==> config.mk <==
export PLATFORM = sky130hd
export DESIGN_NAME = rec_dma_writer
export DESIGN_NICKNAME = d
export VERILOG_FILES = /design/src/rtl/rec_dma_pkg.sv /design/src/rtl/rec_byte_packer.sv /design/src/rtl/rec_dma_writer.sv
export SDC_FILE = /design/constraint.sdc
export NUM_CORES = 1
export LEC_CHECK = 0
export CAP_MARGIN = 20
export CORE_UTILIZATION = 50
export CTS_BUF_LIST = sky130_fd_sc_hd__clkbuf_4 sky130_fd_sc_hd__clkbuf_8
export DETAILED_ROUTE_END_ITERATION = 16
export GPL_TIMING_DRIVEN = 0
export PLACE_DENSITY = 0.8
export SYNTH_ARGS = -nofsm -noshare
export SYNTH_HDL_FRONTEND = slang
export SYNTH_SLANG_ARGS = --single-unit
==> constraint.sdc <==
create_clock -name clk -period 6.8 [get_ports clk]
set_input_delay 0.68 -clock clk [delete_from_list [all_inputs] [get_ports clk]]
set_output_delay 0.68 -clock clk [all_outputs]
set_load 0.02 [all_outputs]
==> src/rtl/rec_dma_pkg.sv <==
// +-----------------------------------------------------------------------+
// | rec_dma_pkg : shared types and constants for rec_dma_writer           |
// | Optional feature macro: REC_DMA_HEADER_EN                             |
// | Revision 1.0                                                          |
// +-----------------------------------------------------------------------+
`default_nettype none

package rec_dma_pkg;

  localparam int         WORD_BYTES = 4;
  localparam logic [7:0] HDR_MARKER = 8'hA5;

  typedef enum logic [2:0] {
    ST_IDLE,
    ST_SELECT,
    ST_CHECK,
    ST_READ,
    ST_COLLECT,
    ST_WRITE,
    ST_NEXT
`ifdef REC_DMA_HEADER_EN
    , ST_HEADER
`endif
  } state_t;

endpackage

`default_nettype wire

==> src/rtl/rec_byte_packer.sv <==
// +-----------------------------------------------------------------------+
// | rec_byte_packer : little-endian 4-byte capture/shift register         |
// | Revision 1.0                                                          |
// +-----------------------------------------------------------------------+
`default_nettype none

module rec_byte_packer #(
  parameter int RD_LATENCY = 2
) (
  input  logic        clk,
  input  logic        reset,
  input  logic        clear_i,
  input  logic        load_i,
  input  logic [31:0] load_data_i,
  input  logic        rd_req_i,
  input  logic [7:0]  byte_i,
  output logic [31:0] word_o
);
  import rec_dma_pkg::*;

  logic [RD_LATENCY-1:0] dly_q;
  logic [31:0]           word_q;

  always_ff @(posedge clk) begin
    if (reset) begin
      dly_q  <= '0;
      word_q <= '0;
    end else begin
      dly_q[0] <= rd_req_i;
      for (int i = 1; i < RD_LATENCY; i++) begin
        dly_q[i] <= dly_q[i-1];
      end
      // Bytes enter at the top so the first one ends up in bits [7:0].
      if (load_i) begin
        word_q <= load_data_i;
      end else if (clear_i) begin
        word_q <= '0;
      end else if (dly_q[RD_LATENCY-1]) begin
        word_q <= {byte_i, word_q[31:8]};
      end
    end
  end

  assign word_o = word_q;

endmodule

`default_nettype wire

==> src/rtl/rec_dma_writer.sv <==
// +-----------------------------------------------------------------------+
// | rec_dma_writer : channel scanner draining FIFOs to an Avalon-MM ring  |
// | Optional feature macro: REC_DMA_HEADER_EN (per-block header word)     |
// | Revision 1.0                                                          |
// +-----------------------------------------------------------------------+
`default_nettype none

module rec_dma_writer
  import rec_dma_pkg::*;
#(
  parameter int CH_NUM      = 6,
  parameter int BLOCK_BYTES = 64,
  parameter int RD_LATENCY  = 2,
  parameter int SETTLE      = 2,
  parameter int ADDR_W      = 32
) (
  input  logic              clk,
  input  logic              reset,
  input  logic              enable,
  input  logic [ADDR_W-1:0] base_addr,
  input  logic [15:0]       buf_words,
  output logic [2:0]        active_channel,
  output logic              dma_rd_req,
  input  logic [7:0]        fifo_q,
  input  logic [7:0]        fifo_usdw,
  output logic [ADDR_W-1:0] avm_address,
  output logic              avm_write,
  output logic [31:0]       avm_writedata,
  output logic [3:0]        avm_byteenable,
  input  logic              avm_waitrequest,
  output logic [15:0]       wr_ptr,
  output logic              block_done
);

  state_t            state_q;
  logic [7:0]        cnt_q;
  logic [7:0]        bytes_q;
  logic [2:0]        ch_q;
  logic              rd_req_q;
  logic              write_q;
  logic [ADDR_W-1:0] addr_q;
  logic [15:0]       wr_ptr_q;
  logic              done_q;

  logic [15:0]       wr_ptr_d;
  logic [ADDR_W-1:0] addr_d;
  logic [ADDR_W-1:0] addr_cur;
  logic [2:0]        ch_d;
  logic              blk_start;
  logic              hdr_load;
  logic [31:0]       hdr_word;

  assign wr_ptr_d  = (wr_ptr_q >= buf_words - 16'd1) ? 16'd0 : wr_ptr_q + 16'd1;
  assign addr_d    = base_addr + ADDR_W'({wr_ptr_d, 2'b00});
  assign addr_cur  = base_addr + ADDR_W'({wr_ptr_q, 2'b00});
  assign ch_d      = (ch_q == 3'(CH_NUM - 1)) ? 3'd0 : ch_q + 3'd1;
  assign blk_start = (state_q == ST_CHECK) && (fifo_usdw >= 8'(BLOCK_BYTES));

`ifdef REC_DMA_HEADER_EN
  logic [15:0] seq_q;
  assign hdr_load = blk_start;
  assign hdr_word = {HDR_MARKER, 5'b0, ch_q, seq_q};
`else
  assign hdr_load = 1'b0;
  assign hdr_word = '0;
`endif

  always_ff @(posedge clk) begin
    if (reset) begin
      state_q  <= ST_IDLE;
      cnt_q    <= '0;
      bytes_q  <= '0;
      ch_q     <= '0;
      rd_req_q <= 1'b0;
      write_q  <= 1'b0;
      addr_q   <= base_addr;
      wr_ptr_q <= '0;
      done_q   <= 1'b0;
`ifdef REC_DMA_HEADER_EN
      seq_q    <= '0;
`endif
    end else begin
      done_q <= 1'b0;
      case (state_q)
        ST_IDLE: begin
          addr_q <= addr_cur;
          cnt_q  <= '0;
          if (enable) state_q <= ST_SELECT;
        end
        ST_SELECT: begin
          if (int'(cnt_q) + 1 >= SETTLE) state_q <= ST_CHECK;
          else cnt_q <= cnt_q + 8'd1;
        end
        ST_CHECK: begin
          cnt_q <= '0;
          if (blk_start) begin
            bytes_q <= 8'(BLOCK_BYTES);
`ifdef REC_DMA_HEADER_EN
            write_q <= 1'b1;
            state_q <= ST_HEADER;
`else
            rd_req_q <= 1'b1;
            state_q  <= ST_READ;
`endif
          end else begin
            state_q <= ST_NEXT;
          end
        end
`ifdef REC_DMA_HEADER_EN
        ST_HEADER: begin
          if (!avm_waitrequest) begin
            write_q  <= 1'b0;
            wr_ptr_q <= wr_ptr_d;
            addr_q   <= addr_d;
            seq_q    <= seq_q + 16'd1;
            rd_req_q <= 1'b1;
            cnt_q    <= '0;
            state_q  <= ST_READ;
          end
        end
`endif
        ST_READ: begin
          if (cnt_q == 8'(WORD_BYTES - 1)) begin
            rd_req_q <= 1'b0;
            cnt_q    <= '0;
            state_q  <= ST_COLLECT;
          end else begin
            cnt_q <= cnt_q + 8'd1;
          end
        end
        ST_COLLECT: begin
          // The last byte lands in the packer on the same edge that raises avm_write.
          if (int'(cnt_q) + 1 >= RD_LATENCY) begin
            write_q <= 1'b1;
            state_q <= ST_WRITE;
          end else begin
            cnt_q <= cnt_q + 8'd1;
          end
        end
        ST_WRITE: begin
          if (!avm_waitrequest) begin
            write_q  <= 1'b0;
            wr_ptr_q <= wr_ptr_d;
            addr_q   <= addr_d;
            bytes_q  <= bytes_q - 8'(WORD_BYTES);
            cnt_q    <= '0;
            if (bytes_q != 8'(WORD_BYTES)) begin
              rd_req_q <= 1'b1;
              state_q  <= ST_READ;
            end else begin
              done_q  <= 1'b1;
              state_q <= ST_NEXT;
            end
          end
        end
        ST_NEXT: begin
          ch_q    <= ch_d;
          cnt_q   <= '0;
          state_q <= enable ? ST_SELECT : ST_IDLE;
        end
        default: state_q <= ST_IDLE;
      endcase
    end
  end

  rec_byte_packer #(
    .RD_LATENCY(RD_LATENCY)
  ) u_packer (
    .clk        (clk),
    .reset      (reset),
    .clear_i    (blk_start),
    .load_i     (hdr_load),
    .load_data_i(hdr_word),
    .rd_req_i   (rd_req_q),
    .byte_i     (fifo_q),
    .word_o     (avm_writedata)
  );

  assign active_channel = ch_q;
  assign dma_rd_req     = rd_req_q;
  assign avm_write      = write_q;
  assign avm_address    = addr_q;
  assign avm_byteenable = 4'hF;
  assign wr_ptr         = wr_ptr_q;
  assign block_done     = done_q;

endmodule

`default_nettype wire

# Word level (Yosys, flattened, before mapping)
# Cells that the tools add are included.
[classes]
add_sub_neg = 8
magnitude_cmp = 3
eq_ne = 18
n_mux = 30
n_bitwise = 2
reduce_logical = 18
[op_table]
columns = ["op", "count"]
rows = [
  ["adder 32 x 18 -> 32 bit", 2],
  ["two-way mux 32 bit", 2],
  ["case mux 32 bit (2 select lines)", 1],
  ["two-way mux 8 bit", 5],
  ["case mux 8 bit (4 select lines)", 1],
  ["two-way mux 3 bit", 8],
  ["case mux 3 bit (7 select lines)", 1],
  ["adder 16 x 1 -> 16 bit, second input constant", 1],
  [">= comparator 16 bit", 1],
  ["two-way mux 16 bit", 1],
  ["!= test 2 bit, second input constant", 8],
  ["case mux 8 bit (2 select lines)", 1],
  ["subtractor 16 x 1 -> 16 bit, second input constant", 1],
  ["equality test 3 bit, second input constant", 4],
  ["AND reduction 5 bit", 2],
  ["adder 8 x 1 -> 9 bit, second input constant", 1],
  [">= comparator 9 x 2 -> 1 bit, second input constant", 1],
  ["AND reduction 3 bit", 3],
  ["adder 8 x 1 -> 8 bit, second input constant", 1],
  ["equality test 8 x 2 -> 1 bit, second input constant", 1],
  [">= comparator 8 x 7 -> 1 bit, second input constant", 1],
  ["two-way mux 1 bit", 8],
  ["!= test 8 x 3 -> 1 bit, second input constant", 1],
  ["subtractor 8 x 3 -> 8 bit, second input constant", 1],
  ["other kinds (15)", 22],
]
[word_totals]
reg_bits = 107
input_bits = 68
output_inout_bits = 90
elab_cells = 90

# Longest topological paths before layout
[depth]
depth_word = 7
depth_mapped = 21
mapped_depth_nobuf = 21

# Hierarchy
# From an unflattened synthesis, not the netlist that was laid out.
[unflattened]
cells_unflattened = 812
area_unflattened_um2 = 6734.0
[modules_own_cells]
columns = ["mod", "n_inst", "cells_each", "area_per_inst_um2", "seq_area_each_um2"]
rows = [
  ["rec_dma_writer", 1, 628, 5213.8, 1741.7],
  ["rec_byte_packer", 1, 184, 1520.2, 680.7],
]

# Least setup slack after synthesis
# OpenSTA, ideal clock, no wires.
[synth_path]
path_kind = "input -> register"
startpoint = "input port buf_words[5]"
endpoint = "register addr_q[20] (netlist: avm_address[20]) (data pin)"
setup_ps = 266
arrival_time_ps = 5357
t_required_ps = 6534
slack_ps = 1177
stages = 19
path_buffers = 2
path_cell_list = "or4_4 -> or3_4 -> or4_1 -> xor2_1 -> ha_1 -> and4_1 -> a21oi_1 -> a21boi_1 -> a211o_1 -> clkbuf_1 -> nor4_1 -> a21o_1 -> ha_1 -> clkbuf_1 -> a21o_1 -> a21o_1 -> a221oi_1 -> a21boi_0 -> xor2_1"
[synth_between]
elab_chain_len = 7
[synth_lines]
columns = ["item", "line_no", "rtl"]
rows = [
  ["start, declared", "rec_dma_writer.sv:21", "input logic [15:0] buf_words,"],
  ["subtractor 16 x 1 -> 16 bit", "rec_dma_writer.sv:53", "assign wr_ptr_d = (wr_ptr_q >= buf_words - 16'd1) ? 16'd0 : wr_ptr_q + 16'd1;"],
  [">= comparator 16 bit", "rec_dma_writer.sv:53", ""],
  ["two-way mux 16 bit", "rec_dma_writer.sv:53", ""],
  ["adder 32 x 18 -> 32 bit", "rec_dma_writer.sv:54", "assign addr_d = base_addr + ADDR_W'({wr_ptr_d, 2'b00});"],
  ["two-way mux 32 bit", "rec_dma_writer.sv:141", "if (!avm_waitrequest) begin"],
  ["case mux 32 bit (2 select lines)", "rec_dma_writer.sv:84", "case (state_q)"],
  ["two-way mux 32 bit", "rec_dma_writer.sv:69", "if (reset) begin"],
  ["end signal, assigned", "rec_dma_writer.sv:76", "addr_q <= base_addr;"],
  ["end signal, assigned", "rec_dma_writer.sv:86", "addr_q <= addr_cur;"],
  ["end signal, assigned", "rec_dma_writer.sv:144", "addr_q <= addr_d;"],
  ["end, declared", "rec_dma_writer.sv:41", "logic [ADDR_W-1:0] addr_q;"],
]
# No other way between the ends. The select of a mux whose other input is x is not followed.
# A chain may end at the register's enable or synchronous reset.

# Final worst setup path
[layout_path]
startpoint = "input port buf_words[3]"
endpoint = "register addr_q[20] (netlist: avm_address[20]) (data pin)"
# The elaborated chain is that of the path after synthesis.

==> impl_summary.log <==
[metrics] number of cells after detailed placement: 1079
[metrics] overall die height: 117 um
[metrics] count of flip-flops with a built-in enable after synthesis: 32
[metrics] share of power burned in registers: 44.7%
[metrics] source-to-sink clock delay at the later pin of the worst-skew pair: 0.39 ns
[metrics] Util after Layout: 66.9%
[metrics] final critical path time including I/O delays and setup: between 6 and 7 ns
[metrics] x dimension of the die: between 100 and 150 um
[metrics] first-pass iteration count of the detailed router: 5
[metrics] starting density of the core: 51.6%
[metrics] PortBufs: 147
[metrics] row count: 41
[metrics] number of routed nets with antenna violations: 0
[metrics] worst setup margin: approximately 0.30 ns
[metrics] number of nets at the end of the flow: 1026
[metrics] initial antenna violation count: 0
[metrics] DRC Markers: 0
[metrics] global-route wire length before repair: around 27000 um
[metrics] synthesis-to-finish area growth: 29.5%
[metrics] maximum fanout along the worst path: 10
[metrics] detailed-route via count: between 6000 and 7000
[metrics] Final Setup Violations: 0
[metrics] largest voltage drop on the vdd net: 0.109 mV
[metrics] area of the core: 0.0127 sq mm
[metrics] pre-CTS setup slack: -0.0933 ns
[metrics] share of layout cells above drive strength 1: 5.09%
[metrics] Yosys top cell area share: 22.2%
[metrics] number of clock sinks: 105
[metrics] element type at the critical path end: flop
[metrics] via count of the first global-routing pass: around 5500
[metrics] fin cells: 1096
[metrics] Total Routing Usage GR: 25.7%
[metrics] status: completed
[metrics] synth unique cells: 75
[metrics] number of antenna repair diodes: 0
[metrics] post-detailed-routing wire length: 17800 um
[metrics] gate count of the mapped netlist: around 760
[metrics] buffer cell driving the clock tree root: sky130_fd_sc_hd__clkbuf_8
[metrics] largest area contributor in the synthesized netlist: sky130_fd_sc_hd__dfxtp_1
[metrics] pin count of the biggest net entering global routing: 28
[metrics] data required time at the worst endpoint: 6.93 ns
[metrics] count of hold buffers inserted by post-cts repair: 0
[metrics] unrepaired setup endpoints after global routing: false
[metrics] primary flip-flop cell chosen by synthesis mapping: sky130_fd_sc_hd__dfxtp_1
[metrics] count of maximum capacitance violations: 0
[metrics] Netlist Area Pre-Place: ~0.0066 sq mm
[metrics] Yosys warning total: 0
[metrics] maximum number of buffers from clock root to sink: 2
[metrics] detail-routed net length per standard cell: approximately 16 um
[metrics] boundary pin count: 158
[metrics] worst hold-check path type: flop to flop
[metrics] leftover overflow at the end of global routing: 0
[metrics] Critical Path Start Type: input port
[metrics] combinational cell fraction of total power: 32.3%
[metrics] worst slew pin tran: about 0.8 ns
[metrics] post-layout instance area: 0.00851 sq mm
[metrics] type of the setup path with the least slack: input port to flop
[metrics] post-layout power: 1.70 mW
[metrics] Worst Clk Skew: about 0.013 ns
[metrics] final cycle utilization of the critical path: 95.5%
[metrics] synth top area cells: sky130_fd_sc_hd__dfxtp_1 22%, sky130_fd_sc_hd__edfxtp_1 15%, sky130_fd_sc_hd__ha_1 7.2%
[metrics] number of synthesized register bits: 105
[metrics] Lkg Pwr: 3.10 nW
[metrics] CTS H-tree lvls: 3
[metrics] sequential fraction of the synthesis area: 36.9%
[metrics] clock slew at the register clock pins of the worst setup and hold paths: 0.11 ns
[metrics] Internal Power: 1.11 mW
[metrics] DIE AREA: 0.0136 sq mm
[metrics] Mean Syn Cell Area: 8.69 sq um
[metrics] average via count per standard cell: 5.77
[metrics] clock buffer count from CTS: 9
[metrics] DPL Wire Length: 13500 um
[metrics] clock share of power: 23.0%
[metrics] switching power total: 0.597 mW
[metrics] P per Cell Area: ~200 mW/mm^2
[metrics] Routability Congestion: 0.931
[metrics] commonest cells in the synthesized netlist: 79 x sky130_fd_sc_hd__nor2_1, 73 x sky130_fd_sc_hd__dfxtp_1, 62 x sky130_fd_sc_hd__nand2_1
[metrics] most common cell in the synthesized netlist: sky130_fd_sc_hd__nor2_1
[metrics] iteration-0 DRC count of the detailed router: 635
[metrics] clock tree from TritonCTS: done
[metrics] maximum frequency from static timing analysis: between 150 and 200 MHz
[metrics] Final Hold Fails: 0
[metrics] post-placement cell area: 0.00830 sq mm
[metrics] share of total power consumed by net switching: between 30% and 40%
[metrics] share of flip-flops with an asynchronous set or reset after synthesis: 0%
[metrics] number of max-slew violations in the final report: 0
[metrics] Relative slew margins: 47.2%
[metrics] critical path data arrival time: 6.63 ns
## area by class of cell
type,instances,area (sq um)
well taps,172,215
clock buffers,9,124
inverters,23,86.3
repair buffers,149,1500
clock inverters,7,72.6
multi-input cells,589,3900
fillers,1107,4210
plain buffers,42,186
flip-flops and latches,105,2420
## registers in the layout, indices dropped and copies added, names as in the netlist
signal           count
bytes_q              6
u_packer.dly_q       2
state_q              3
active_channel       3
avm_address         32
wr_ptr              16
u_packer.word_o     32
dma_rd_req           1
cnt_q                8
block_done           1
avm_write            1
## power groups by stage
stage	Clock [mW]	Combinational, mW	Sequential (mW)
2_1_floorplan	0	0.242	0.844
3_3_place_gp	0	0.522	0.781
3_5_place_dp	0	0.543	0.775
4_1_cts	0.399	0.547	0.760
5_1_grt	0.422	0.594	0.768
6_report	0.392	0.550	0.761
## stage by stage
step                      hold WS, ns  TNS (ns)
final                           0.505         0
after global routing            0.527         0
after CTS                       0.501         0
after detailed placement        0.488    -0.349
after global placement          0.474         0
after floorplan                 0.414         0
## worst paths after layout
| check | startpoint | endpoint | slack [ns] | depth (start not counted) |
|---|---|---|---|---|
| setup / recovery | buf_words[3] | avm_address[20] | 0.30 | 21 |
| hold / removal | u_packer.dly_q[0] | u_packer.dly_q[1] | 0.50 | 1 |
| setup reg to reg | wr_ptr[0] | avm_address[20] | 1.97 | 17 |
| hold reg to reg | u_packer.dly_q[0] | u_packer.dly_q[1] | 0.50 | 1 |
## timing repair
item                                    4_1_cts  5_1_grt
resized for setup                             0        2
endpoints found under the setup margin        0        2
setup buffers                                 0        1
## kinds of logic after synthesis
logic type	synth area share, %
xor+xnor	6.00
mux	5.39
buf+inv	4.15
other cells	0.0571
simple gates	22.2
fa+ha+maj	7.54
flops	36.9
compound gates	17.8
## routing by layer
metal	track usage, %	share of wire, %	up-vias
met3	3.89	6.9	21
li1	-	-	3093
met5	0	0	-
met1	35.7	46	2948
met2	41.5	45	266
met4	7.43	1.5	0
## critical path: stages
cell and delay (ns):
sky130_fd_sc_hd__clkdlybuf4s50_1 0.48, sky130_fd_sc_hd__or4_4 0.56, sky130_fd_sc_hd__or3_4 0.38, sky130_fd_sc_hd__or4_1 0.44, sky130_fd_sc_hd__xor2_1 0.18, sky130_fd_sc_hd__ha_1 0.30, sky130_fd_sc_hd__and4_1 0.20, sky130_fd_sc_hd__a21oi_1 0.15
sky130_fd_sc_hd__a21boi_1 0.12, sky130_fd_sc_hd__a211o_1 0.34, sky130_fd_sc_hd__nor2_1 0.16, sky130_fd_sc_hd__clkbuf_1 0.42, sky130_fd_sc_hd__a22o_1 0.26, sky130_fd_sc_hd__ha_1 0.29, sky130_fd_sc_hd__nor2b_1 0.17, sky130_fd_sc_hd__o31ai_1 0.59
sky130_fd_sc_hd__a211oi_1 0.17, sky130_fd_sc_hd__o211ai_1 0.27, sky130_fd_sc_hd__buf_4 0.19, sky130_fd_sc_hd__a21boi_0 0.10, sky130_fd_sc_hd__xor2_1 0.17
## layout by cell type, fill, tap and decap left out, types with 4 or more instances in the layout
cell type | netlist | routed
sky130_fd_sc_hd__a21o_1 | 11 | 11
sky130_fd_sc_hd__nand2b_1 | 4 | 4
sky130_fd_sc_hd__clkdlybuf4s50_1 | 0 | 147
sky130_fd_sc_hd__nor3_1 | 20 | 20
sky130_fd_sc_hd__or4_1 | 8 | 8
sky130_fd_sc_hd__o2bb2ai_1 | 4 | 4
sky130_fd_sc_hd__xnor2_1 | 25 | 25
sky130_fd_sc_hd__xor2_1 | 20 | 20
sky130_fd_sc_hd__a21oi_1 | 46 | 46
sky130_fd_sc_hd__clkbuf_8 | 0 | 9
sky130_fd_sc_hd__o21ai_0 | 44 | 42
sky130_fd_sc_hd__buf_1 | 4 | 4
sky130_fd_sc_hd__and2_1 | 4 | 4
sky130_fd_sc_hd__mux2i_1 | 32 | 32
sky130_fd_sc_hd__edfxtp_1 | 32 | 32
sky130_fd_sc_hd__o31ai_1 | 8 | 8
sky130_fd_sc_hd__o211ai_1 | 7 | 7
sky130_fd_sc_hd__nor2b_1 | 7 | 7
sky130_fd_sc_hd__nand3_1 | 34 | 34
sky130_fd_sc_hd__a31oi_1 | 7 | 7
sky130_fd_sc_hd__and3_1 | 11 | 11
sky130_fd_sc_hd__and4_1 | 6 | 6
sky130_fd_sc_hd__nor4_1 | 18 | 18
sky130_fd_sc_hd__a211oi_1 | 7 | 7
sky130_fd_sc_hd__a22o_1 | 7 | 7
sky130_fd_sc_hd__dfxtp_1 | 73 | 73
sky130_fd_sc_hd__buf_4 | 4 | 5
sky130_fd_sc_hd__nand4_1 | 10 | 10
sky130_fd_sc_hd__ha_1 | 38 | 38
sky130_fd_sc_hd__conb_1 | 1 | 4
sky130_fd_sc_hd__or3_1 | 5 | 5
sky130_fd_sc_hd__o21a_1 | 6 | 6
sky130_fd_sc_hd__nor2_1 | 79 | 79
sky130_fd_sc_hd__nand2_1 | 62 | 62
sky130_fd_sc_hd__clkbuf_1 | 28 | 28
sky130_fd_sc_hd__buf_2 | 5 | 5
sky130_fd_sc_hd__inv_1 | 23 | 23
Power figures use the tool's default switching activity.
